`src/rtl/instruction_fetch_pkg.sv`:
```
// rtl/instruction_fetch_pkg.sv - shared types and constants for the instruction fetch unit
package instruction_fetch_pkg;

    localparam int INSTR_W = 24;
    localparam int PC_W    = 8;
    localparam int OPC_HI  = 23;
    localparam int OPC_LO  = 22;

    localparam logic [1:0] BR_CLASS      = 2'b11;
    localparam logic [3:0] TIMEOUT_LIMIT = 4'd15;

    typedef enum logic [2:0] {
        S_IDLE,
        S_REQ,
        S_WAIT,
        S_ISSUE,
        S_BRWAIT
    } state_t;

    function automatic logic is_branch(input logic [INSTR_W-1:0] word);
        return word[OPC_HI:OPC_LO] == BR_CLASS;
    endfunction

endpackage

```
`src/rtl/instruction_fetch_pc_counter.sv`:
```
// rtl/instruction_fetch_pc_counter.sv - program counter with load and wrapping increment
module pc_counter
    import instruction_fetch_pkg::*;
(
    input  logic            clk,
    input  logic            rst,
    input  logic            load_i,
    input  logic [PC_W-1:0] load_val_i,
    input  logic            inc_i,
    output logic [PC_W-1:0] pc_o,
    output logic [PC_W-1:0] pc_next_o
);

    logic [PC_W-1:0] pc_q;
    logic [PC_W-1:0] pc_d;

    // pc_next_o lets the fetch FSM register the next request address in the same edge
    always_comb begin
        pc_d = pc_q;
        if (load_i) begin
            pc_d = load_val_i;
        end else if (inc_i) begin
            pc_d = pc_q + 1'b1;
        end
    end

    always_ff @(posedge clk) begin
        if (rst) begin
            pc_q <= '0;
        end else begin
            pc_q <= pc_d;
        end
    end

    assign pc_o      = pc_q;
    assign pc_next_o = pc_d;

endmodule

```
`src/rtl/instruction_fetch.sv`:
```
// rtl/instruction_fetch.sv - fetch FSM: request, wait with timeout, issue, branch resolve
module instruction_fetch
    import instruction_fetch_pkg::*;
(
    input  logic               clk,
    input  logic               rst,
    input  logic               enable,
    output logic [PC_W-1:0]    mem_addr,
    output logic               mem_req,
    input  logic [INSTR_W-1:0] mem_data,
    input  logic               mem_valid,
    output logic [INSTR_W-1:0] code,
    output logic               code_valid,
    input  logic               stall,
    input  logic               br_done,
    input  logic               br_taken,
    input  logic [PC_W-1:0]    br_target,
    output logic [PC_W-1:0]    pc
);

    state_t             state_q;
    logic [PC_W-1:0]    mem_addr_q;
    logic               mem_req_q;
    logic [INSTR_W-1:0] code_q;
    logic               code_valid_q;
    logic [3:0]         tmo_q;
    logic [3:0]         tmo_d;

    logic               pc_load;
    logic               pc_inc;
    logic [PC_W-1:0]    pc_q;
    logic [PC_W-1:0]    pc_d;

    always_comb begin
        pc_inc  = (state_q == S_ISSUE) && !stall;
        pc_load = (state_q == S_BRWAIT) && br_done && br_taken;
        tmo_d   = tmo_q + 4'd1;
    end

    pc_counter u_pc_counter (
        .clk        (clk),
        .rst        (rst),
        .load_i     (pc_load),
        .load_val_i (br_target),
        .inc_i      (pc_inc),
        .pc_o       (pc_q),
        .pc_next_o  (pc_d)
    );

    // Outputs are registered on entry to a state, so the request address uses pc_d
    always_ff @(posedge clk) begin
        if (rst) begin
            state_q      <= S_IDLE;
            mem_addr_q   <= '0;
            mem_req_q    <= 1'b0;
            code_q       <= '0;
            code_valid_q <= 1'b0;
            tmo_q        <= '0;
        end else begin
            case (state_q)
                S_IDLE: begin
                    mem_req_q    <= 1'b0;
                    code_valid_q <= 1'b0;
                    if (enable) begin
                        state_q    <= S_REQ;
                        mem_req_q  <= 1'b1;
                        mem_addr_q <= pc_d;
                    end
                end
                S_REQ: begin
                    mem_req_q <= 1'b0;
                    tmo_q     <= '0;
                    state_q   <= S_WAIT;
                end
                S_WAIT: begin
                    if (mem_valid) begin
                        code_q       <= mem_data;
                        code_valid_q <= 1'b1;
                        tmo_q        <= '0;
                        state_q      <= S_ISSUE;
                    end else if (tmo_d == TIMEOUT_LIMIT) begin
                        tmo_q      <= '0;
                        state_q    <= S_REQ;
                        mem_req_q  <= 1'b1;
                        mem_addr_q <= pc_q;
                    end else begin
                        tmo_q <= tmo_d;
                    end
                end
                S_ISSUE: begin
                    if (!stall) begin
                        code_valid_q <= 1'b0;
                        if (is_branch(code_q)) begin
                            state_q <= S_BRWAIT;
                        end else if (enable) begin
                            state_q    <= S_REQ;
                            mem_req_q  <= 1'b1;
                            mem_addr_q <= pc_d;
                        end else begin
                            state_q <= S_IDLE;
                        end
                    end
                end
                S_BRWAIT: begin
                    if (br_done) begin
                        if (enable) begin
                            state_q    <= S_REQ;
                            mem_req_q  <= 1'b1;
                            mem_addr_q <= pc_d;
                        end else begin
                            state_q <= S_IDLE;
                        end
                    end
                end
                default: begin
                    state_q      <= S_IDLE;
                    mem_req_q    <= 1'b0;
                    code_valid_q <= 1'b0;
                end
            endcase
        end
    end

    assign mem_addr   = mem_addr_q;
    assign mem_req    = mem_req_q;
    assign code       = code_q;
    assign code_valid = code_valid_q;
    assign pc         = pc_q;

endmodule

```
`config.mk`:
```
export PLATFORM = sky130hd
export DESIGN_NAME = instruction_fetch
export DESIGN_NICKNAME = d
export VERILOG_FILES = /design/src/rtl/instruction_fetch_pkg.sv /design/src/rtl/instruction_fetch_pc_counter.sv /design/src/rtl/instruction_fetch.sv
export SDC_FILE = /design/constraint.sdc
export NUM_CORES = 1
export LEC_CHECK = 0
export ABC_AREA = 1
export ABC_CLOCK_PERIOD_IN_PS = 1900
export CAP_MARGIN = 20
export CORE_ASPECT_RATIO = 0.9
export CORE_MARGIN = 2
export CORE_UTILIZATION = 46
export CTS_BUF_LIST = sky130_fd_sc_hd__clkbuf_4 sky130_fd_sc_hd__clkbuf_8
export DETAILED_ROUTE_END_ITERATION = 8
export MAX_ROUTING_LAYER = met4
export PLACE_DENSITY = 0.92
export REMOVE_ABC_BUFFERS = 1
export SYNTH_ARGS = -nofsm -noshare
export SYNTH_HDL_FRONTEND = slang
export SYNTH_SLANG_ARGS = --single-unit
```
`constraint.sdc`:
```
create_clock -name clk -period 1.9 [get_ports clk]
set_clock_uncertainty 0.15 [all_clocks]
set_input_delay 0.285 -clock clk [delete_from_list [all_inputs] [get_ports clk]]
set_output_delay 0.285 -clock clk [all_outputs]
set_load 0.05 [all_outputs]
```
==> flow_summary.ini <==
[min_path]
holdPathStages = 2
hp-class = flop to flop
whs_endpoint = mem_addr[0]$_SDFFE_PP0P_
hold_start = mem_addr[0]$_SDFFE_PP0P_

[synthesis]
yosys.area.top_type = dfxtp_1
synth.avg_cell_area_um2 = 7.081
yosys_warnings = 0
ys_ff_latch = 49
synth_area_leaders = dfxtp_1 (43%), nand2_1 (10%), nor2_1 (10%)
synth_top_area_share_pct = 43.29
syn_inst = 320
syn_area_mm2 = 0.002266
yosysUniqueCellTypes = 32
ys_seq_area_share_pct = 43.29

[setup_path]
crit_fanout = 9
rr_endpoint = mem_addr[7]$_SDFFE_PP0P_
cp-start-kind = flop
r2r_slack_ns = 0.13
cp_data_required_time_ns = 1.98
r2r_start = state_q[1]$_SDFFE_PP0P_
worstPathArrival_ns = 1.86
worstSetupPathType = flop to flop
cp-startpoint = state_q[1]$_SDFFE_PP0P_
ff2ff_path_depth = 7
worst_setup_path_end_kind = flop

[sta]
rsz0062_at_grt = false
fmax_ghz = 0.5644
finalSetupTns_ns = 0
slew_violations = 0
fin_crit_ns = 1.772
final-setup-viol-count = 0
worstMarginPinSlew_ns = 0.4957
slew_headroom_pct = 66.90
fin_crit_sh_pct = 93.26
hold_viol_final = 0

[cts]
root_buffer = clkbuf_8
cts_setup_buffers = 0
cts_sinks = 49
cts_tree = built
clock_path_buffers = 2
cts-buffers-inserted = 5
h-tree-depth = 2
clk_latency_ns = 0.30
clkTransAtPathRegs_ns = 0.09
hold_buffers = 0

[die]
start_util_pct = 47.16
die_x_um = 77.98
core_area_mm2 = 0.004805
io_pins = 81
die_h_um = 70.59
rows = 24
die-area_mm2 = 0.005504

[placement]
post-dp-hpwl_um = 4358
port_buffers = 80
gp_congestion = 0.9140

[outcome]
status = finished, final reports clean

[finish]
drive_gt1_share_pct = 18.86
nNetsFinal = 444
fill_cells = 415
area_delta_synth_final_pct = 38.49
antenna_cells = 0
utilization_pct = 65.31

[detailed_routing]
first_pass_iters = 4
drt_drc_violations_left = 0
avgViaCountPerCell = 5.009
wire_per_inst_um = 12.63
finalWirelength_um = 5911
drt-initial-drc-count = 108
vias = 2344
antenna_left = 0

[global_route]
grt_overflow = 0
grt_start_max_net_pins = 29
antenna_found_initial = 0
grt_pass1_wl_um = 9915
grt_usage_pct = 23.11
first_global_vias = 2321

[power_and_ir_drop]
power.static_leakage_uw = 0.001408
power.density_mw_per_mm2 = 810.7
ir_drop_uv = 529.8

[job]
cap_violations = 0
-- cell type report --
cell class,instances,area [µm²],share of cell area [%]
multi-input combinational,230,1124,35.81
sequential,49,983.4,31.34
timing repair buffer,84,733.2,23.37
inverter,32,120.1,3.828
clock buffer,6,82.58,2.632
tap,65,81.33,2.592
clock inverter,2,13.76,0.4386
-- per-stage QoR --
stage	setup WS [ns]	power [µW]	cell area, µm²	cells	hold slack [ns]
after global routing	0.02550	2676	3138	468	0.3452
after detailed placement	0.02022	1919	3037	460	0.3101
after floorplan	0.09103	1650	2222	311	0.2041
after global placement	0.07281	1899	3037	460	0.3084
final	0.1281	2544	3138	468	0.3233
after CTS	0.008858	2568	3131	468	0.3245
-- repair_timing --
| action | CTS | global route |
|---|---|---|
| gates resized for setup | 2 | 4 |
| setup endpoints to repair | 2 | 7 |
| pin swaps | 0 | 0 |
-- synthesized netlist by cell type (all sizes together) --
cell type	n
o21ai	37
xor2	1
and2	1
ha	3
clkbuf	5
or2	2
clkinv	1
nand3b	2
xnor2	1
dfxtp	49
o21bai	1
o22ai	1
nand4	3
buf	4
nor2	67
a21oi	21
nand2	71
nor3	1
nand3	18
inv	31
-- cell families (layout without fill, tap and decap cells) --
kind of cell / count (synthesis) / after routing / share of synthesized area, %
AND/OR/NAND/NOR: 165 / 165 / 33.63
AO/OA/AOI/OAI: 60 / 60 / 13.42
flip-flops: 49 / 49 / 43.29
buffers and inverters: 41 / 124 / 7.233
adder cells (fa/ha/maj): 3 / 3 / 1.657
XOR/XNOR: 2 / 2 / 0.7732
-- registers in the layout, indices dropped and copies added (netlist names) --
signal,count
mem_addr,8
code,24
u_pc_counter.pc_o,8
state_q,3
code_valid,1
mem_req,1
tmo_q,4
-- worst max-delay path by stage --
stage / to / slack (ns) / cells past startpoint
6_report: mem_addr[7]$_SDFFE_PP0P_ / 0.13 / 7
5_1_grt: mem_addr[7]$_SDFFE_PP0P_ / 0.03 / 7
4_1_cts: code[10] / 0.009 / 1
3_5_place_dp: mem_addr[7]$_SDFFE_PP0P_ / 0.02 / 7
3_3_place_gp: mem_addr[7]$_SDFFE_PP0P_ / 0.07 / 7
2_1_floorplan: mem_addr[4]$_SDFFE_PP0P_ / 0.09 / 10
-- cells in the final DEF, fill, tap and decap left out, drive strengths merged --
cell           count
a21oi             21
and2               1
buf               43
clkbuf             6
clkdlybuf4s50     38
clkinv             3
dfxtp             49
dlygate4sd2        2
dlymetal6s2s       1
ha                 3
inv               31
nand2             71
nand3             18
nand3b             2
nand4              3
nor2              67
nor3               1
o21ai             37
o21bai             1
o22ai              1
or2                2
xnor2              1
xor2               1
-- layer usage --
metal / track usage, % / routed length [µm]
met5: - / 0
met4: 10.33 / 111
met3: 4.847 / 387
met2: 38.31 / 2756
met1: 27.17 / 2655
-- report_power, final --
part           internal, µW  switching (µW)
combinational           262             483
clock                   296             352
sequential             1100            55.2
-- critical path: stages (launching register included) --
cell	delay, ns
dfxtp_1	0.38
nor2_2	0.25
nand4_2	0.28
inv_2	0.23
nand2_1	0.11
nand2_1	0.10
nand2_1	0.07
a21oi_1	0.13
Note: power is estimated with default switching activity, not from simulation.
